<file path="config.mk">
export PLATFORM = sky130hd
export DESIGN_NAME = scaler_linear_h_mc
export DESIGN_NICKNAME = d
export VERILOG_FILES = /design/src/rtl/scaler_linear_h_mc_pkg.sv /design/src/rtl/scaler_lerp_ch.sv /design/src/rtl/scaler_linear_h_mc.sv
export SDC_FILE = /design/constraint.sdc
export NUM_CORES = 2
export LEC_CHECK = 0
export CAP_MARGIN = 10
export CORE_ASPECT_RATIO = 1.25
export CORE_MARGIN = 1
export CORE_UTILIZATION = 23
export CTS_CLUSTER_DIAMETER = 80
export CTS_CLUSTER_SIZE = 12
export DETAILED_ROUTE_END_ITERATION = 8
export PLACE_DENSITY_LB_ADDON = 0.08
export SLEW_MARGIN = 20
export SYNTH_ARGS = -nofsm -noshare
export SYNTH_HDL_FRONTEND = slang
export SYNTH_HIERARCHICAL = 1
export SYNTH_SLANG_ARGS = --single-unit
</file>
<file path="constraint.sdc">
create_clock -name clk -period 8.51 [get_ports clk]
set_input_delay 0.851 -clock clk [delete_from_list [all_inputs] [get_ports clk]]
set_output_delay 0.851 -clock clk [all_outputs]
set_load 0.03 [all_outputs]
</file>
<file path="src/rtl/scaler_linear_h_mc_pkg.sv">
// Shared types and coefficient helpers for the horizontal linear scaler.
// Coefficient 1.0 is 2^(COE_WIDTH-1); positions carry log2(PIXEL_STEP) fraction bits.
package scaler_linear_h_mc_pkg;

  typedef enum logic [1:0] {
    ST_IDLE  = 2'd0,
    ST_RUN   = 2'd1,
    ST_FLUSH = 2'd2
  } state_t;

  function automatic int coe_one(input int cw);
    return 1 << (cw - 1);
  endfunction

  function automatic int coe_round(input int cw);
    return 1 << (cw - 2);
  endfunction

  // Right shift that turns the position fraction into the hi-tap coefficient.
  function automatic int coe_shift(input int step_log2, input int cw);
    return step_log2 - cw + 1;
  endfunction

endpackage

</file>
<file path="src/rtl/scaler_lerp_ch.sv">
// One channel of the 2-tap interpolator: multiply, sum with rounding, clamp.
// Fixed three register stages; the output register only loads on a valid pixel.
module scaler_lerp_ch
  import scaler_linear_h_mc_pkg::*;
#(
  parameter int PIXEL_WIDTH = 12,
  parameter int COE_WIDTH   = 10
) (
  input  logic                   clk,
  input  logic                   rst_n,
  input  logic [PIXEL_WIDTH-1:0] i_lo,
  input  logic [PIXEL_WIDTH-1:0] i_hi,
  input  logic [COE_WIDTH-1:0]   i_c1,
  input  logic                   i_load,
  output logic [PIXEL_WIDTH-1:0] o_y
);

  localparam int PW2  = PIXEL_WIDTH + COE_WIDTH;
  localparam int MAXV = (1 << PIXEL_WIDTH) - 1;

  logic [COE_WIDTH-1:0]   w_c0;
  logic [PW2-1:0]         r_m0, r_m1;
  logic [PW2:0]           r_sum;
  logic [PW2:0]           w_scaled;
  logic [PIXEL_WIDTH-1:0] r_y;

  assign w_c0     = COE_WIDTH'(coe_one(COE_WIDTH)) - i_c1;
  assign w_scaled = r_sum >> (COE_WIDTH - 1);
  assign o_y      = r_y;

  // Operands are unsigned, so only the upper clamp can ever engage.
  always_ff @(posedge clk) begin
    if (!rst_n) begin
      r_m0  <= '0;
      r_m1  <= '0;
      r_sum <= '0;
      r_y   <= '0;
    end else begin
      r_m0  <= PW2'(w_c0) * PW2'(i_lo);
      r_m1  <= PW2'(i_c1) * PW2'(i_hi);
      r_sum <= (PW2+1)'(r_m0) + (PW2+1)'(r_m1) + (PW2+1)'(coe_round(COE_WIDTH));
      if (i_load) begin
        if (w_scaled > (PW2+1)'(MAXV))
          r_y <= '1;
        else
          r_y <= w_scaled[PIXEL_WIDTH-1:0];
      end
    end
  end

endmodule

</file>
<file path="src/rtl/scaler_linear_h_mc.sv">
// Multi-channel horizontal linear scaler: position counter and line FSM feeding
// one interpolation pipeline per channel; input is throttled through ready_o.
module scaler_linear_h_mc
  import scaler_linear_h_mc_pkg::*;
#(
  parameter int PIXEL_STEP  = 4096,
  parameter int PIXEL_WIDTH = 12,
  parameter int COE_WIDTH   = 10,
  parameter int CHANNELS    = 3,
  parameter int CNT_WIDTH   = 24
) (
  input  logic                            clk,
  input  logic                            rst_n,
  input  logic [15:0]                     scale_step_h,
  input  logic [CHANNELS*PIXEL_WIDTH-1:0] di_i,
  input  logic                            de_i,
  input  logic                            hs_i,
  input  logic                            vs_i,
  input  logic                            eol_i,
  output logic                            ready_o,
  output logic [CHANNELS*PIXEL_WIDTH-1:0] do_o,
  output logic                            de_o,
  output logic                            hs_o,
  output logic                            vs_o,
  output logic [15:0]                     line_len_o,
  output logic                            err_o
);

  localparam int PS_LOG2 = $clog2(PIXEL_STEP);
  localparam int NW      = CNT_WIDTH - PS_LOG2;
  localparam int SHIFT   = coe_shift(PS_LOG2, COE_WIDTH);
  localparam int DW      = CHANNELS * PIXEL_WIDTH;

  state_t               r_state, w_state_nxt;
  logic [CNT_WIDTH-1:0] r_p;
  logic [NW-1:0]        r_l;
  logic [DW-1:0]        r_lo, r_hi;
  logic [15:0]          r_step, r_cnt, r_line_len;
  logic                 r_hs_pend, r_vs_pend, r_err, r_rdy_ok;
  logic [2:0]           r_vld, r_hs, r_vs;

  logic [NW-1:0]        w_n;
  logic [PS_LOG2-1:0]   w_f;
  logic [COE_WIDTH-1:0] w_c1;
  logic                 w_at_lo, w_at_hi, w_accept;
  logic                 w_emit, w_edge, w_start, w_shift, w_done, w_abort;
  logic [DW-1:0]        w_tap_lo;

  assign w_n      = r_p[CNT_WIDTH-1:PS_LOG2];
  assign w_f      = r_p[PS_LOG2-1:0];
  assign w_c1     = COE_WIDTH'(w_f >> SHIFT);
  assign w_at_lo  = (({1'b0, w_n} + (NW+1)'(1)) == {1'b0, r_l});
  assign w_at_hi  = (w_n == r_l) && (w_f == '0);
  assign ready_o  = r_rdy_ok && ((r_state == ST_IDLE) || ((r_state == ST_RUN) && !w_at_lo));
  assign w_accept = de_i && ready_o;
  assign w_abort  = w_start && (r_state == ST_RUN);
  assign w_tap_lo = w_edge ? r_hi : r_lo;

  always_comb begin
    w_state_nxt = r_state;
    w_emit      = 1'b0;
    w_edge      = 1'b0;
    w_start     = 1'b0;
    w_shift     = 1'b0;
    w_done      = 1'b0;
    case (r_state)
      ST_IDLE: begin
        if (w_accept && hs_i) begin
          w_start     = 1'b1;
          w_state_nxt = eol_i ? ST_FLUSH : ST_RUN;
        end
      end
      ST_RUN: begin
        if (w_at_lo) begin
          w_emit = 1'b1;
        end else if (w_accept) begin
          if (hs_i) begin
            w_start     = 1'b1;
            w_state_nxt = eol_i ? ST_FLUSH : ST_RUN;
          end else begin
            w_shift = 1'b1;
            if (eol_i) w_state_nxt = ST_FLUSH;
          end
        end
      end
      ST_FLUSH: begin
        // Past the last pair, a position landing exactly on the last pixel replicates it.
        if (w_at_lo) begin
          w_emit = 1'b1;
        end else if (w_at_hi) begin
          w_emit = 1'b1;
          w_edge = 1'b1;
        end else begin
          w_done      = 1'b1;
          w_state_nxt = ST_IDLE;
        end
      end
      default: w_state_nxt = ST_IDLE;
    endcase
  end

  always_ff @(posedge clk) begin
    if (!rst_n) begin
      r_state    <= ST_IDLE;
      r_p        <= '0;
      r_l        <= '0;
      r_lo       <= '0;
      r_hi       <= '0;
      r_step     <= 16'(PIXEL_STEP);
      r_cnt      <= '0;
      r_line_len <= '0;
      r_hs_pend  <= 1'b0;
      r_vs_pend  <= 1'b0;
      r_err      <= 1'b0;
      r_rdy_ok   <= 1'b0;
      r_vld      <= '0;
      r_hs       <= '0;
      r_vs       <= '0;
    end else begin
      r_state  <= w_state_nxt;
      r_rdy_ok <= 1'b1;
      r_err    <= w_abort;
      r_vld    <= {r_vld[1:0], w_emit};
      r_hs     <= {r_hs[1:0], w_emit && r_hs_pend};
      r_vs     <= {r_vs[1:0], w_emit && r_vs_pend};
      if (w_start) begin
        r_p       <= '0;
        r_l       <= '0;
        r_lo      <= di_i;
        r_hi      <= di_i;
        r_cnt     <= '0;
        r_hs_pend <= 1'b1;
        if (vs_i) begin
          r_vs_pend <= 1'b1;
          if (scale_step_h == '0) begin
            r_step <= 16'(PIXEL_STEP);
            r_err  <= 1'b1;
          end else begin
            r_step <= scale_step_h;
          end
        end
      end
      if (w_shift) begin
        r_lo <= r_hi;
        r_hi <= di_i;
        r_l  <= r_l + NW'(1);
      end
      if (w_emit) begin
        r_p       <= r_p + CNT_WIDTH'(r_step);
        r_cnt     <= r_cnt + 16'd1;
        r_hs_pend <= 1'b0;
        r_vs_pend <= 1'b0;
      end
      if (w_done) r_line_len <= r_cnt;
    end
  end

  for (genvar g = 0; g < CHANNELS; g++) begin : g_ch
    scaler_lerp_ch #(
      .PIXEL_WIDTH(PIXEL_WIDTH),
      .COE_WIDTH  (COE_WIDTH)
    ) u_ch (
      .clk   (clk),
      .rst_n (rst_n),
      .i_lo  (w_tap_lo[g*PIXEL_WIDTH +: PIXEL_WIDTH]),
      .i_hi  (r_hi[g*PIXEL_WIDTH +: PIXEL_WIDTH]),
      .i_c1  (w_c1),
      .i_load(r_vld[1]),
      .o_y   (do_o[g*PIXEL_WIDTH +: PIXEL_WIDTH])
    );
  end

  assign de_o       = r_vld[2];
  assign hs_o       = r_hs[2];
  assign vs_o       = r_vs[2];
  assign line_len_o = r_line_len;
  assign err_o      = r_err;

endmodule

</file>
==> results.md <==
- Outcome: finished, violations left
- Failing checks: DRC
- Initial Util: 23.2%
- Synth cell types: 106
- # setup viols final: 0
- Routed Antenna Nets: 0
- Synth warn: 6
- Total setup buffers inserted after CTS: 0
- Final nets: 5756
- Total die area: 0.184 sq mm
- Routed met1 length: 61200 microns
- Root buf cell: clkbuf_16
- Placed cell count: 7067
- Starting DRC count in detailed routing: 1214
- RSZ-0062 raised after global routing: no
- Uppermost layer routed: met5
- Fin area: 0.0470 sq mm
- Post-route DRC violation count: 16
- Finished Layout Cells: 7142
- Clk buf depth: 3
- Detailed Routing Iterations Pass 1: 7
- Vias in the first global route: 35100
- Fmax: 134 MHz
- Avg WL per Cell: 18.8 microns
- TritonCTS clock tree: built
- Mean Syn Cell Area: 8.82 sq um
- Setup CP Type: register to register
- CTS hold repair buffers: 0
- Post-layout min period: 7.45 ns
- Worst slack, placed: 0.942 ns
- Worst-Skew Late Latency: 0.66 ns
- Max-cap violations: 0
- Fillers: 19700
- Startpoint types: register
- Worst path cell trace: nor4_1 -> nand4_1 -> nor3_1 -> nand2_2 -> buf_4 -> mux2_2 -> nand2_1 -> fa_1 -> inv_1 -> fa_1 -> inv_1 -> fa_1 -> inv_1 -> fa_1 -> inv_1 -> fa_1 -> inv_1 -> ha_1 -> a211oi_1 -> o211ai_1 -> a41oi_2 -> o21ai_1 -> o2111a_1 -> a211o_1
- FF+latch count, synth: 381
- Worst Setup Slack, final: 1.06 ns
- Clk slew on worst S/H paths: 0.07 ns
- Placed cell area: 0.0455 sq mm
- GR Util All Layers: 14.9%
- Clock buffer count from CTS: 45
- Leakage: 0.0227 uW
- Share of layout cells above drive strength 1: 6.26%
- Prevailing post-synth register cell: dfxtp_1
- Count of pins over their slew limit: 0
- Slowest CP cell: fa_1
- Sequential area share after synthesis: 18.2%
- # rows: 174
- Cells after synthesis: 4747
- Critical path buffers and inverters: 6
- Pwr per Cell Area: 110 mW/mm^2
- # IOs: 115
- Hold Path Class: register to register
- Async set-reset flop share out of synthesis: 0%
- Crit Path Max Fanout: 33
- Vias: 32000
- Metal3 WL: 3300 microns
- Cell area after synthesis: 0.0419 sq mm
- Die Wd: 384 microns
- Hold Fails Final Rpt: 0
- Util after Layout: 26.1%
- Hpwl dp: 102000 microns
- Total congestion overflow: 0
- Setup TNS: 0 ns
- Largest net degree at the start of global routing: 85
- Routed WL: 134000 microns
- Crit. End Element: register
- Final GP Congestion: 0.766
- Number of synthesized flops with an enable pin: 0
- Cell family with most CP delay: adder cells
- Most common cell after layout, fill and taps aside: nand2_1
- Area growth syn-to-layout: 12.2%
- Htree depth: 2
- Clk sinks: 381
- Resized Gates After CTS: 0
- Die Y-Extent: 479 microns
- Clock skew: 0.0472 ns
- Slew of the pin with the lowest slew margin: 1.09 ns
- Most frequent cells in the layout: nand2_1, inv_1, ha_1
- First-pass GRT wire length: 212000 microns
- Routed vias/inst: 4.48
- Initial antenna violation count: 6
- Slew HR: 27.0%
- WP data required: 9.05 ns
- CP arrival: 7.99 ns
- Core area: 0.180 sq mm
- Met2 Routed Length: 66400 microns
- Worst vdd ir: 0.131 mV
- PortBufs: 114
- Critical Path Max Stage Delay: 0.54 ns
- Tcrit/Tclk final: 87.5%
[cell usage after synthesis (17+ instances only)]
library cell,n,area share [%]
ha_1,490,15
a31oi_1,24,0.36
o211ai_1,21,0.38
or3_1,17,0.25
and3_1,44,0.66
fa_1,469,22
o21a_1,39,0.70
a211o_1,17,0.36
o21ai_1,22,0.26
mux2i_1,48,1.1
nand3_1,61,0.73
a211oi_1,27,0.48
mux2_2,36,0.97
o21ai_0,93,1.1
a21o_1,70,1.3
nor2b_1,65,0.97
nand4_1,21,0.31
dfxtp_1,381,18
nor3_1,72,0.86
a21oi_1,160,1.9
nand2b_1,46,0.69
xnor2_1,85,1.8
o221ai_1,37,0.77
o221a_2,36,0.97
xor2_1,54,1.1
clkbuf_1,195,1.7
nor4_1,18,0.27
nor2_1,239,2.1
buf_2,26,0.31
and2_1,348,5.2
inv_1,547,4.9
nand2_1,634,5.7
a21boi_1,52,0.93
[final timing paths]
path / from / to / slack (ns) / cells past startpoint
worst max register to register: r_p[1]$_SDFFE_PN0P_ / g_ch[1].u_ch/r_m0[21]$_SDFF_PN0_ / 1.06 / 24
worst min-delay path: r_vld[0]$_SDFF_PN0_ / r_vld[1]$_SDFF_PN0_ / 0.44 / 1
worst min register to register: r_vld[0]$_SDFF_PN0_ / r_vld[1]$_SDFF_PN0_ / 0.44 / 1
worst max-delay path: r_p[1]$_SDFFE_PN0P_ / g_ch[1].u_ch/r_m0[21]$_SDFF_PN0_ / 1.06 / 24
[logic make-up after synthesis]
| logic type | after synthesis | share of synthesized area (%) |
|---|---|---|
| other cells | 1 | 0.00895 |
| buf+inv | 791 | 7.33 |
| flops | 381 | 18.2 |
| fa+ha+maj | 959 | 37.1 |
| mux | 84 | 2.12 |
| simple gates | 1656 | 19.7 |
| xor+xnor | 139 | 2.91 |
| compound gates | 736 | 12.7 |
[registers in the layout, summed over array words and instances (netlist names), 12 cells and up]
register / cells
g_ch.u_ch/r_m0: 66
g_ch.u_ch/r_m1: 66
g_ch.u_ch/r_sum: 42
g_ch.u_ch/o_y: 36
r_hi: 36
r_lo: 36
r_p: 24
line_len_o: 16
r_cnt: 16
r_step: 16
r_l: 12
[metrics by stage]
| step | total power [uW] | hold WS, ns |
|---|---|---|
| global placement | 3260 | 0.419 |
| detailed placement | 3260 | 0.422 |
| CTS | 5350 | 0.441 |
| finish | 5180 | 0.436 |
| global route | 5520 | 0.462 |
| floorplan | 2780 | 0.412 |
[worst reg2reg max path, cell delays in order (launching register included)]
cell and delay [ns]:
dfxtp_1 0.36, nor4_1 0.48, nand4_1 0.22, nor3_1 0.51, nand2_2 0.12, buf_4 0.33, mux2_2 0.49, nand2_1 0.11
fa_1 0.54, inv_1 0.06, fa_1 0.50, inv_1 0.05, fa_1 0.47, inv_1 0.05, fa_1 0.53, inv_1 0.06
fa_1 0.53, inv_1 0.04, ha_1 0.36, a211oi_1 0.24, o211ai_1 0.19, a41oi_2 0.36, o21ai_1 0.23, o2111a_1 0.29
a211o_1 0.22
[layer usage]
layer | global-route usage, % | vias up
met5 | 0 | -
met4 | 3.63 | 2
met3 | 1.47 | 112
met2 | 26.4 | 318
met1 | 19.0 | 16000
li1 | - | 15600
[final cells by class]
type | instances | area (sq um) | share of cell area [%]
Inverter | 550 | 2060 | 4.39
Antenna cell | 3 | 7.51 | 0.0160
Multi-Input combinational cell | 3586 | 31300 | 66.5
Sequential cell | 381 | 7640 | 16.3
Tap cell | 2376 | 2970 | 6.33
Timing Repair Buffer | 175 | 1620 | 3.45
Clock inverter | 20 | 239 | 0.509
Clock buffer | 51 | 1180 | 2.51
[where the power goes]
group | switching, uW | internal, uW
Combinational | 765 | 415
Sequential | 131 | 1880
Clock | 903 | 1090
Power figures use the tool's default switching activity.
